==> src/rtl/instr_fetch_if.sv <==
// Fetch-stage bus: ROM pins, pipeline control from ID/exception logic,
// and the IF/ID register outputs toward decode.
interface instr_fetch_if;
  logic        rom_ce;
  logic [31:0] rom_addr;
  logic [31:0] rom_instr;
  logic        stall;
  logic        branch_flag;
  logic [31:0] branch_target;
  logic        flush;
  logic [31:0] flush_pc;
  logic [31:0] id_pc;
  logic [31:0] id_instr;
  logic        id_valid;
  logic        fetch_err;
  logic [31:0] fetch_err_pc;
  logic [31:0] fetch_count;

  modport master (
    output rom_ce, rom_addr,
    input  rom_instr,
    input  stall, branch_flag, branch_target, flush, flush_pc,
    output id_pc, id_instr, id_valid,
    output fetch_err, fetch_err_pc, fetch_count
  );

  modport slave (
    input  rom_ce, rom_addr,
    output rom_instr,
    output stall, branch_flag, branch_target, flush, flush_pc,
    input  id_pc, id_instr, id_valid,
    input  fetch_err, fetch_err_pc, fetch_count
  );
endinterface

==> src/rtl/instr_fetch.sv <==
// PC generation and IF/ID register: sequential fetch, stall, branch redirect
// with optional delay slot, exception flush and misaligned-target halt.
//
//   state | meaning
//   IDLE  | out of reset, ROM disabled; next edge starts fetching at RESET_PC
//   RUN   | fetching, ROM enabled
//   HALT  | misaligned redirect seen, ROM disabled; left only by flush or reset
module instr_fetch #(
  parameter logic [31:0] RESET_PC   = 32'h0000_0000,
  parameter bit          DELAY_SLOT = 1'b1
) (
  input  logic          clk,
  input  logic          rst_n,
  instr_fetch_if.master bus
);

  typedef enum logic [1:0] {IDLE = 2'b00, RUN = 2'b01, HALT = 2'b10} state_t;

  state_t      state, state_nxt;
  logic [31:0] pc, pc_nxt;
  logic [31:0] id_pc, id_pc_nxt;
  logic [31:0] id_instr, id_instr_nxt;
  logic        id_valid, id_valid_nxt;
  logic        fetch_err, fetch_err_nxt;
  logic [31:0] fetch_err_pc, fetch_err_pc_nxt;
  logic [31:0] fetch_count, fetch_count_nxt;
  logic [31:0] redirect_tgt;
  logic        redirect;
  logic        advance;

  assign bus.rom_ce       = (state == RUN);
  assign bus.rom_addr     = pc;
  assign bus.id_pc        = id_pc;
  assign bus.id_instr     = id_instr;
  assign bus.id_valid     = id_valid;
  assign bus.fetch_err    = fetch_err;
  assign bus.fetch_err_pc = fetch_err_pc;
  assign bus.fetch_count  = fetch_count;

  // Flush wins over branch, and is honoured in HALT where branches are not.
  assign redirect_tgt = bus.flush ? bus.flush_pc : bus.branch_target;
  assign redirect     = bus.flush || ((state == RUN) && bus.branch_flag);

  always_ff @(posedge clk or negedge rst_n) begin
    if (!rst_n) begin
      state        <= IDLE;
      pc           <= RESET_PC;
      id_pc        <= 32'h0;
      id_instr     <= 32'h0;
      id_valid     <= 1'b0;
      fetch_err    <= 1'b0;
      fetch_err_pc <= 32'h0;
      fetch_count  <= 32'h0;
    end else begin
      state        <= state_nxt;
      pc           <= pc_nxt;
      id_pc        <= id_pc_nxt;
      id_instr     <= id_instr_nxt;
      id_valid     <= id_valid_nxt;
      fetch_err    <= fetch_err_nxt;
      fetch_err_pc <= fetch_err_pc_nxt;
      fetch_count  <= fetch_count_nxt;
    end
  end

  always_comb begin
    state_nxt        = state;
    pc_nxt           = pc;
    id_pc_nxt        = id_pc;
    id_instr_nxt     = id_instr;
    id_valid_nxt     = id_valid;
    fetch_err_nxt    = fetch_err;
    fetch_err_pc_nxt = fetch_err_pc;
    fetch_count_nxt  = fetch_count;
    advance          = 1'b0;

    unique case (state)
      IDLE: state_nxt = RUN;
      RUN, HALT: begin
        if (redirect) begin
          if (redirect_tgt[1:0] != 2'b00) begin
            state_nxt        = HALT;
            fetch_err_nxt    = 1'b1;
            fetch_err_pc_nxt = redirect_tgt;
            id_valid_nxt     = 1'b0;
            id_instr_nxt     = 32'h0;
          end else begin
            state_nxt = RUN;
            pc_nxt    = redirect_tgt;
            if (!bus.flush && DELAY_SLOT) begin
              advance = 1'b1;
            end else begin
              id_valid_nxt = 1'b0;
              id_instr_nxt = 32'h0;
            end
          end
        end else if (state == HALT) begin
          id_valid_nxt = 1'b0;
        end else if (!bus.stall) begin
          advance = 1'b1;
          pc_nxt  = pc + 32'd4;
        end
      end
      default: state_nxt = IDLE;
    endcase

    if (advance) begin
      id_pc_nxt       = pc;
      id_instr_nxt    = bus.rom_instr;
      id_valid_nxt    = 1'b1;
      fetch_count_nxt = fetch_count + 32'd1;
    end
  end

endmodule

==> src/flat_wrapper.sv <==
// flat-port wrapper written by rule: the top's interface ports become plain ports
module instr_fetch_flat 
#(
  parameter logic [31:0] RESET_PC   = 32'h0000_0000,
  parameter bit          DELAY_SLOT = 1'b1
)
  (clk, rst_n, bus_rom_ce, bus_rom_addr, bus_rom_instr, bus_stall, bus_branch_flag, bus_branch_target, bus_flush, bus_flush_pc, bus_id_pc, bus_id_instr, bus_id_valid, bus_fetch_err, bus_fetch_err_pc, bus_fetch_count);
  instr_fetch_if bus_i ();
  input  logic clk;
  input  logic rst_n;
  output wire logic [$bits(bus_i.rom_ce)-1:0] bus_rom_ce;
  output wire logic [$bits(bus_i.rom_addr)-1:0] bus_rom_addr;
  input wire logic [$bits(bus_i.rom_instr)-1:0] bus_rom_instr;
  input wire logic [$bits(bus_i.stall)-1:0] bus_stall;
  input wire logic [$bits(bus_i.branch_flag)-1:0] bus_branch_flag;
  input wire logic [$bits(bus_i.branch_target)-1:0] bus_branch_target;
  input wire logic [$bits(bus_i.flush)-1:0] bus_flush;
  input wire logic [$bits(bus_i.flush_pc)-1:0] bus_flush_pc;
  output wire logic [$bits(bus_i.id_pc)-1:0] bus_id_pc;
  output wire logic [$bits(bus_i.id_instr)-1:0] bus_id_instr;
  output wire logic [$bits(bus_i.id_valid)-1:0] bus_id_valid;
  output wire logic [$bits(bus_i.fetch_err)-1:0] bus_fetch_err;
  output wire logic [$bits(bus_i.fetch_err_pc)-1:0] bus_fetch_err_pc;
  output wire logic [$bits(bus_i.fetch_count)-1:0] bus_fetch_count;
  assign bus_rom_ce = bus_i.rom_ce;
  assign bus_rom_addr = bus_i.rom_addr;
  assign bus_i.rom_instr = bus_rom_instr;
  assign bus_i.stall = bus_stall;
  assign bus_i.branch_flag = bus_branch_flag;
  assign bus_i.branch_target = bus_branch_target;
  assign bus_i.flush = bus_flush;
  assign bus_i.flush_pc = bus_flush_pc;
  assign bus_id_pc = bus_i.id_pc;
  assign bus_id_instr = bus_i.id_instr;
  assign bus_id_valid = bus_i.id_valid;
  assign bus_fetch_err = bus_i.fetch_err;
  assign bus_fetch_err_pc = bus_i.fetch_err_pc;
  assign bus_fetch_count = bus_i.fetch_count;
  instr_fetch #(.RESET_PC(RESET_PC), .DELAY_SLOT(DELAY_SLOT)) u_core (.clk(clk), .rst_n(rst_n), .bus(bus_i));
endmodule
==> config.mk <==
export PLATFORM = sky130hd
export DESIGN_NAME = instr_fetch_flat
export DESIGN_NICKNAME = d
export VERILOG_FILES = /design/src/rtl/instr_fetch_if.sv /design/src/rtl/instr_fetch.sv /design/src/flat_wrapper.sv
export SDC_FILE = /design/constraint.sdc
export NUM_CORES = 1
export LEC_CHECK = 0
export CAP_MARGIN = 15
export CORE_MARGIN = 2
export CORE_UTILIZATION = 45
export DETAILED_ROUTE_END_ITERATION = 8
export PLACE_DENSITY = 0.8
export SYNTH_ARGS = -nofsm -noshare
export SYNTH_HDL_FRONTEND = slang
export SYNTH_SLANG_ARGS = --single-unit
==> constraint.sdc <==
create_clock -name clk -period 3.6 [get_ports clk]
set_input_delay 0.72 -clock clk [delete_from_list [all_inputs] [get_ports clk]]
set_output_delay 0.72 -clock clk [all_outputs]
set_load 0.02 [all_outputs]
==> metrics.md, run 1 <==
| Metric | Value |
|---|---|
| Tot GR Track Use | 0.247 |
| Maximum clock rate | 354 MHz |
| CP required | about 4 ns |
| Initial core utilization | 0.461 |
| Total Die Area | about 18000 um^2 |
| FF+latch count, synth | 164 |
| WL final | between 20000 and 25000 um |
| Sequential-to-total area share from yosys stat | 0.537 |
| Final setup margin | just under 0.8 ns |
| Asr flop ratio synth | 1.00 |
| Die X | about 130 um |
| Min Tclk post-route | approximately 2.8 ns |
| Syn Nets | between 900 and 1000 |
| RD Place Congestion | just over 0.8 |
| Die Height | between 100 and 150 um |
| Synthesis Warnings | 0 |
| Initial drt markers | 575 |
| Detail Route Antenna Nets | 0 |
| Gr ovfl total | 0 |
| First-pass GRT wire length | between 30000 and 40000 um |
| Vias | around 6900 |
| Status | finished clean |
| Number of cells produced by synthesis | 800 |
| Main synth FF type | dfrtp_1 |
| Setup Viol. Count Final | 0 |
| Via density | 5.36 |
| Place WS | roughly 0.7 ns |
| H-Tree Depth | 4 |
| Post-Syn Area | about 7600 um^2 |
| Final hold vios | 0 |
| Bufs on Longest Clock Path | 2 |
| Slew at the pin closest to its max-slew limit | ~0.89 ns |
| Largest area contributor in the netlist | dfrtp_1 |
| Worst slew margin | 0.403 |
| Filler instances | about 1300 |
| Largest net degree at the start of global routing | between 60 and 70 |
| Max Clock Skew | roughly 0.0095 ns |
| Leading cell type in the layout, fill and taps excluded | clkdlybuf4s50_1 |
| Clk sinks | approximately 160 |
| DRC Markers | 0 |
| Root buffer cell | clkbuf_16 |
| Critical path peak fanout | 12 |
| Unrepaired setup endpoints after global routing | no |
| # rows | 47 |
| Layout cells sized above 1 | 0.0659 |
| # hold bufs at CTS | 0 |
| Setup TNS | 0 ns |
| Diode count | 0 |
| DPL Wire Length | approximately 15000 um |
| Post-CTS resize count | 0 |
| Inserted Clock Buffers | 17 |
| Number of buffers added for setup after CTS | 0 |
| Nets@finish | about 1200 |
| Class of the worst hold path | input port to asynchronous set/reset pin |
| CP Capture Type | flop |
| Total of max-cap violations | 0 |
| Yosys top cell area share | 0.537 |
| WP data arrival | 3.14 ns |
| Worst VDD drop | between 0.0004 and 0.0005 V |
| P_leak | around 5.0 nW |
| Routed wire per std cell | 17.1 um |
| Vias in the first global route | ~6600 |
| Syn avg cell area | between 9 and 10 um^2 |
| Pwr dens | ~800 nW/um^2 |
| Fin crit share | 0.786 |
| Synth top area cells | dfrtp_1 54%, nand2_1 12%, mux2i_1 4.2% |
| DR pass1 iterations | 6 |
| Port Buf Inserts | about 260 |
| Initial antenna violation count | 0 |
| Syn-to-layout area delta | 44.4% |
| Startpoint Class | flop |
| Post-synth cell types | 60 |
| Final slew viol count | 0 |
| Number of flops mapped to enable cells by yosys | 0 |
| Clock Pin Slew Worst Setup and Hold Paths | approximately 0.060 ns |
| Core area | about 17000 um^2 |
| IO Count | around 260 |
| CTS tree | yes |
| Worst-skew pair later-pin latency | ~0.42 ns |
| Most frequent cells in the layout | 261 x clkdlybuf4s50_1, 236 x nand2_1, 164 x dfrtp_1 |
| CP Class | flop to flop |
layout make-up:
class                      instances  area [um^2]  share of cell area
clock inverter                    14          128              0.0116
multi-input combinational        581         3310               0.300
inverter                           6         22.5             0.00204
sequential                       164         4100               0.372
tap                              220          275              0.0249
timing repair buffer             279         2760               0.250
clock buffer                      18          439              0.0398
flip-flops by register name, summed over array words and instances (netlist names):
| name | flops |
|---|---|
| u_core.bus.fetch_count | 32 |
| u_core.bus.fetch_err | 1 |
| u_core.bus.fetch_err_pc | 32 |
| u_core.bus.id_instr | 32 |
| u_core.bus.id_pc | 32 |
| u_core.bus.id_valid | 1 |
| u_core.bus.rom_addr | 32 |
| u_core.state | 2 |
through the flow:
stage / area [um^2] / std cells / utilization / power, W / hold WS (ns)
final: 11000 / 1282 / 0.666 / 0.00875 / 0.256
after global routing: 11000 / 1282 / 0.666 / 0.00927 / 0.291
after detailed placement: 10500 / 1250 / 0.632 / 0.00705 / 0.454
after global placement: 10500 / 1250 / 0.632 / 0.00696 / 0.449
after CTS: 11000 / 1282 / 0.666 / 0.00882 / 0.271
after floorplan: 7640 / 800 / - / 0.00509 / 0.424
where the power goes:
group | switching, W | total, W | internal [W]
clock network | 0.000768 | 0.00174 | 0.000977
registers | 0.000560 | 0.00303 | 0.00247
logic | 0.00228 | 0.00398 | 0.00170
total | 0.00360 | 0.00875 | 0.00515
worst paths after layout:
check | from | end | slack, ns | cells after the start
max in group asynchronous | rst_n | u_core.bus.id_pc[29]$_DFFE_PN0P_ | 2.59 | 2
min in group clk | u_core.bus.id_instr[16]$_DFFE_PN0P_ | u_core.bus.id_instr[16]$_DFFE_PN0P_ | 0.47 | 2
setup / recovery | u_core.state[1]$_DFFE_PN0P_ | u_core.bus.rom_addr[17]$_DFFE_PN0P_ | 0.77 | 6
hold / removal | rst_n | u_core.bus.id_pc[19]$_DFFE_PN0P_ | 0.26 | 1
setup reg to reg | u_core.state[1]$_DFFE_PN0P_ | u_core.bus.rom_addr[17]$_DFFE_PN0P_ | 0.77 | 6
hold reg to reg | u_core.bus.id_instr[16]$_DFFE_PN0P_ | u_core.bus.id_instr[16]$_DFFE_PN0P_ | 0.47 | 2
cells in the mapped netlist (2+ instances only):
master	n
ha_1	6
dfrtp_1	164
a31oi_1	4
o22a_1	2
xor2_1	8
nand3_1	63
a21o_1	2
o21ai_0	50
or4_1	2
nor4_4	4
buf_2	10
a21oi_2	2
or3_1	3
mux2i_1	32
inv_1	6
a2bb2oi_1	3
nor2_1	18
and3_1	14
xnor2_1	28
o211ai_1	5
and2_1	8
o22ai_1	4
a21oi_1	15
mux2_2	2
nand4_1	21
nor3_1	6
clkbuf_1	30
buf_1	3
buf_4	5
o221ai_1	13
and2_4	2
nand2_1	236
and4_1	2
critical path, cell delays in order (launching register included):
cell	delay, ns
dfrtp_1	0.40
inv_1	0.08
ha_1	0.59
or3b_2	0.54
nor2_1	0.70
nand3_1	0.15
o221ai_1	0.26
per-layer routing:
metal	GRT usage	share of wire
met5	0	0
met2	0.400	0.49
met4	0.0924	0.023
met3	0.0552	0.071
met1	0.326	0.42
cell families (layout without fill, tap and decap cells):
family / count (synthesis) / count (layout) / share of synthesized area
multiplexers: 34 / 34 / 0.0449
flip-flops: 164 / 164 / 0.537
XOR/XNOR: 36 / 36 / 0.0413
adder cells (fa/ha/maj): 6 / 6 / 0.00982
AO/OA/AOI/OAI: 116 / 116 / 0.0994
AND/OR/NAND/NOR: 389 / 389 / 0.236
buffers and inverters: 55 / 317 / 0.0321
Power figures use the tool's default switching activity.
==> run 2: changes to the inputs <==
- clock period: 3.6 -> 2.9 ns (I/O delays scaled with it)
==> run 2 against run 1 <==
Cell count grew 0.47%. Register-to-register slack lost 0.35 ns. First-iteration DRC count decreased by 7.7%. Via count grew 0.61%. Maximum frequency rose by 14%. Die area is the same. Highest routed layer unchanged.
==> metrics.md, run 2 (synthesized netlist as in run 1, its figures left out) <==
| Metric | Value |
|---|---|
| Initial antenna violation count | 0 (unchanged) |
| Gr ovfl total | 0 (unchanged) |
| Total of max-cap violations | 0 (unchanged) |
| Clk sinks | 164 (unchanged) |
| Max Clock Skew | 0.0180 ns (+0.00849 ns) |
| Port Buf Inserts | 263 (unchanged) |
| DR pass1 iterations | 5 (-1) |
| DPL Wire Length | 15800 um (+2.3%) |
| Syn-to-layout area delta | 45.6% |
| Core area | 16600 um^2 (unchanged) |
| Biggest cell delay along the critical path | 0.71 ns (about the same) |
| H-Tree Depth | 4 (unchanged) |
| Final slew viol count | 0 (unchanged) |
| Nets@finish | 1162 (+0.52%) |
| Combinational share of power | 0.457 (+0.003) |
| Filler instances | 1367 (+3.7%) |
| Worst-path cell chain | inv_1 -> ha_1 -> or3b_2 -> nor2_1 -> nand4_1 -> o221ai_1 |
| Unrepaired setup endpoints after global routing | no |
| Total power | 0.0110 W (+25%) |
| Worst VDD drop | 0.000531 V (+26%) |
| Die Height | 134 um (unchanged) |
| Setup Viol. Count Final | 0 (unchanged) |
| Worst hold slack | 0.0971 ns (-0.159 ns) |
| Number of buffers added for setup after CTS | 0 (unchanged) |
| Status | finished clean |
| Cell family with most CP delay | simple AND/OR/NAND/NOR gates |
| Clock Pin Slew Worst Setup and Hold Paths | 0.07 ns (about the same) |
| Pwr dens | 986 nW/um^2 (+24%) |
| IO Count | 264 (unchanged) |
| First-pass GRT wire length | 35300 um (+0.61%) |
| Startpoint Class | flop |
| Worst slew margin | 0.393 (-0.00917) |
| WP data arrival | 2.83 ns (-0.31 ns) |
| WP buf/inv | 1 (unchanged) |
| Inserted Clock Buffers | 17 (unchanged) |
| Layout cells sized above 1 | 0.0702 (+0.00431) |
| Reg2Reg Launch Point | u_core.state[1]$_DFFE_PN0P_ |
| Placed cell count | 1256 (+0.48%) |
| Cell Count, Final, Fillers Out | 1288 (+0.47%) |
| Part of the power in registers | 0.343 (-0.004) |
| Setup TNS | 0 ns (unchanged) |
| # rows | 47 (unchanged) |
| Initial core utilization | 0.461 (unchanged) |
| Post-CTS resize count | 0 (unchanged) |
| Tot GR Track Use | 0.246 (-0.000367) |
| Routed wire per std cell | 16.8 um (-1.5%) |
| Fin crit share | 0.856 (+0.0701) |
| Min Tclk post-route | 2.48 ns (-0.346 ns) |
| Vias in the first global route | 6689 (+0.74%) |
| CTS tree | yes |
| Class of the worst hold path | input port to asynchronous set/reset pin |
| Switching Share | 0.411 (about the same) |
| Clk pwr share | 0.200 (about the same) |
| Detail Route Antenna Nets | 0 (unchanged) |
| Diode count | 0 (unchanged) |
| # hold bufs at CTS | 0 (unchanged) |
| WL final | 21700 um (-1.0%) |
| DRC Markers | 0 (unchanged) |
| R2R depth | 6 (unchanged) |
| Most frequent cells in the layout | 261 x clkdlybuf4s50_1, 236 x nand2_1, 164 x dfrtp_1 |
| P_leak | 5.05 nW (+1.0%) |
| Maximum clock rate | 403 MHz (+14%) |
| Worst-skew pair later-pin latency | 0.43 ns (about the same) |
| Initial drt markers | 531 (-7.7%) |
| Slew at the pin closest to its max-slew limit | 0.907 ns (+0.0137 ns) |
| Reg2Reg Capture Point | u_core.bus.rom_addr[16]$_DFFE_PN0P_ |
| Final hold vios | 0 (unchanged) |
| Bufs on Longest Clock Path | 2 (unchanged) |
| Root buffer cell | clkbuf_16 |
| Largest net degree at the start of global routing | 65 (unchanged) |
| CP Class | flop to flop |
| Critical path peak fanout | 11 (-1) |
| CP required | 3.25 ns (-0.67 ns) |
| Die X | 134 um (unchanged) |
| Via density | 5.37 (+0.14%) |
| Net Switching | 0.00451 W (+25%) |
| CP Capture Type | flop |
| Worst path slowest cell | nor2_1 |
| Worst R2R Setup Slack | 0.42 ns (-0.35 ns) |
| RD Place Congestion | 0.858 (+3.3%) |
| Vias | 6917 (+0.61%) |
| Total Die Area | 18000 um^2 (unchanged) |
| Cell Int Power | 0.00646 W (+25%) |
| Leading cell type in the layout, fill and taps excluded | clkdlybuf4s50_1 |
[run 2: changes by cell type in the layout (fill, tap and decap cells not counted), sizes merged]
cell / previous run / this run
buf: 18 / 24
inv: 10 / 13
clkinvlp: 4 / 2
clkinv: 5 / 4
[run 2: how the worst max path moves through the flow]
stage                                     start                                      to  slack, ns  depth (start not counted)
detailed placement                    bus_stall     u_core.bus.rom_addr[16]$_DFFE_PN0P_       0.16                          5
finish              u_core.state[1]$_DFFE_PN0P_     u_core.bus.rom_addr[16]$_DFFE_PN0P_       0.42                          6
global route        u_core.state[1]$_DFFE_PN0P_     u_core.bus.rom_addr[16]$_DFFE_PN0P_       0.30                          6
global placement                      bus_stall     u_core.bus.rom_addr[16]$_DFFE_PN0P_       0.29                          5
floorplan           u_core.state[1]$_DFFE_PN0P_  u_core.bus.fetch_count[13]$_DFFE_PN0P_       0.83                          8
CTS                 u_core.state[1]$_DFFE_PN0P_     u_core.bus.rom_addr[16]$_DFFE_PN0P_       0.43                          6
[run 2: power by group through the flow]
stage / sequential (W) / combinational [W] / clock [W]
4_1_cts: 0.00376 / 0.00506 / 0.00222
3_5_place_dp: 0.00379 / 0.00504 / 0
6_report: 0.00377 / 0.00501 / 0.00219
2_1_floorplan: 0.00457 / 0.00175 / 0
5_1_grt: 0.00389 / 0.00542 / 0.00233
3_3_place_gp: 0.00376 / 0.00495 / 0
[run 2: cell type report]
class,instances,area [um^2],area share
clock inverters,14,143,0.0128
multi-input cells,581,3310,0.298
clock buffers,18,429,0.0386
inverters,6,22.5,0.00202
flip-flops and latches,164,4100,0.369
repair buffers,285,2840,0.256
well taps,220,275,0.0247
[run 2: routing by layer]
layer	part of all wire	GRT usage
met4	0.019	0.0795
met1	0.43	0.333
met5	0	0
met2	0.48	0.392
met3	0.065	0.0620
[run 2: metrics by stage]
stage,instance area (um^2),worst slack (ns),util
5_1_grt,11100,0.299,0.671
2_1_floorplan,7640,0.826,-
6_report,11100,0.419,0.671
4_1_cts,11100,0.428,0.671
3_5_place_dp,10600,0.160,0.637
3_3_place_gp,10600,0.291,0.637
==> run 3: changes to the inputs <==
- CTS_CLUSTER_DIAMETER: not set -> 120
==> results of run 3 <==
The final DEF is identical to that of run 2; final timing and power are the same.
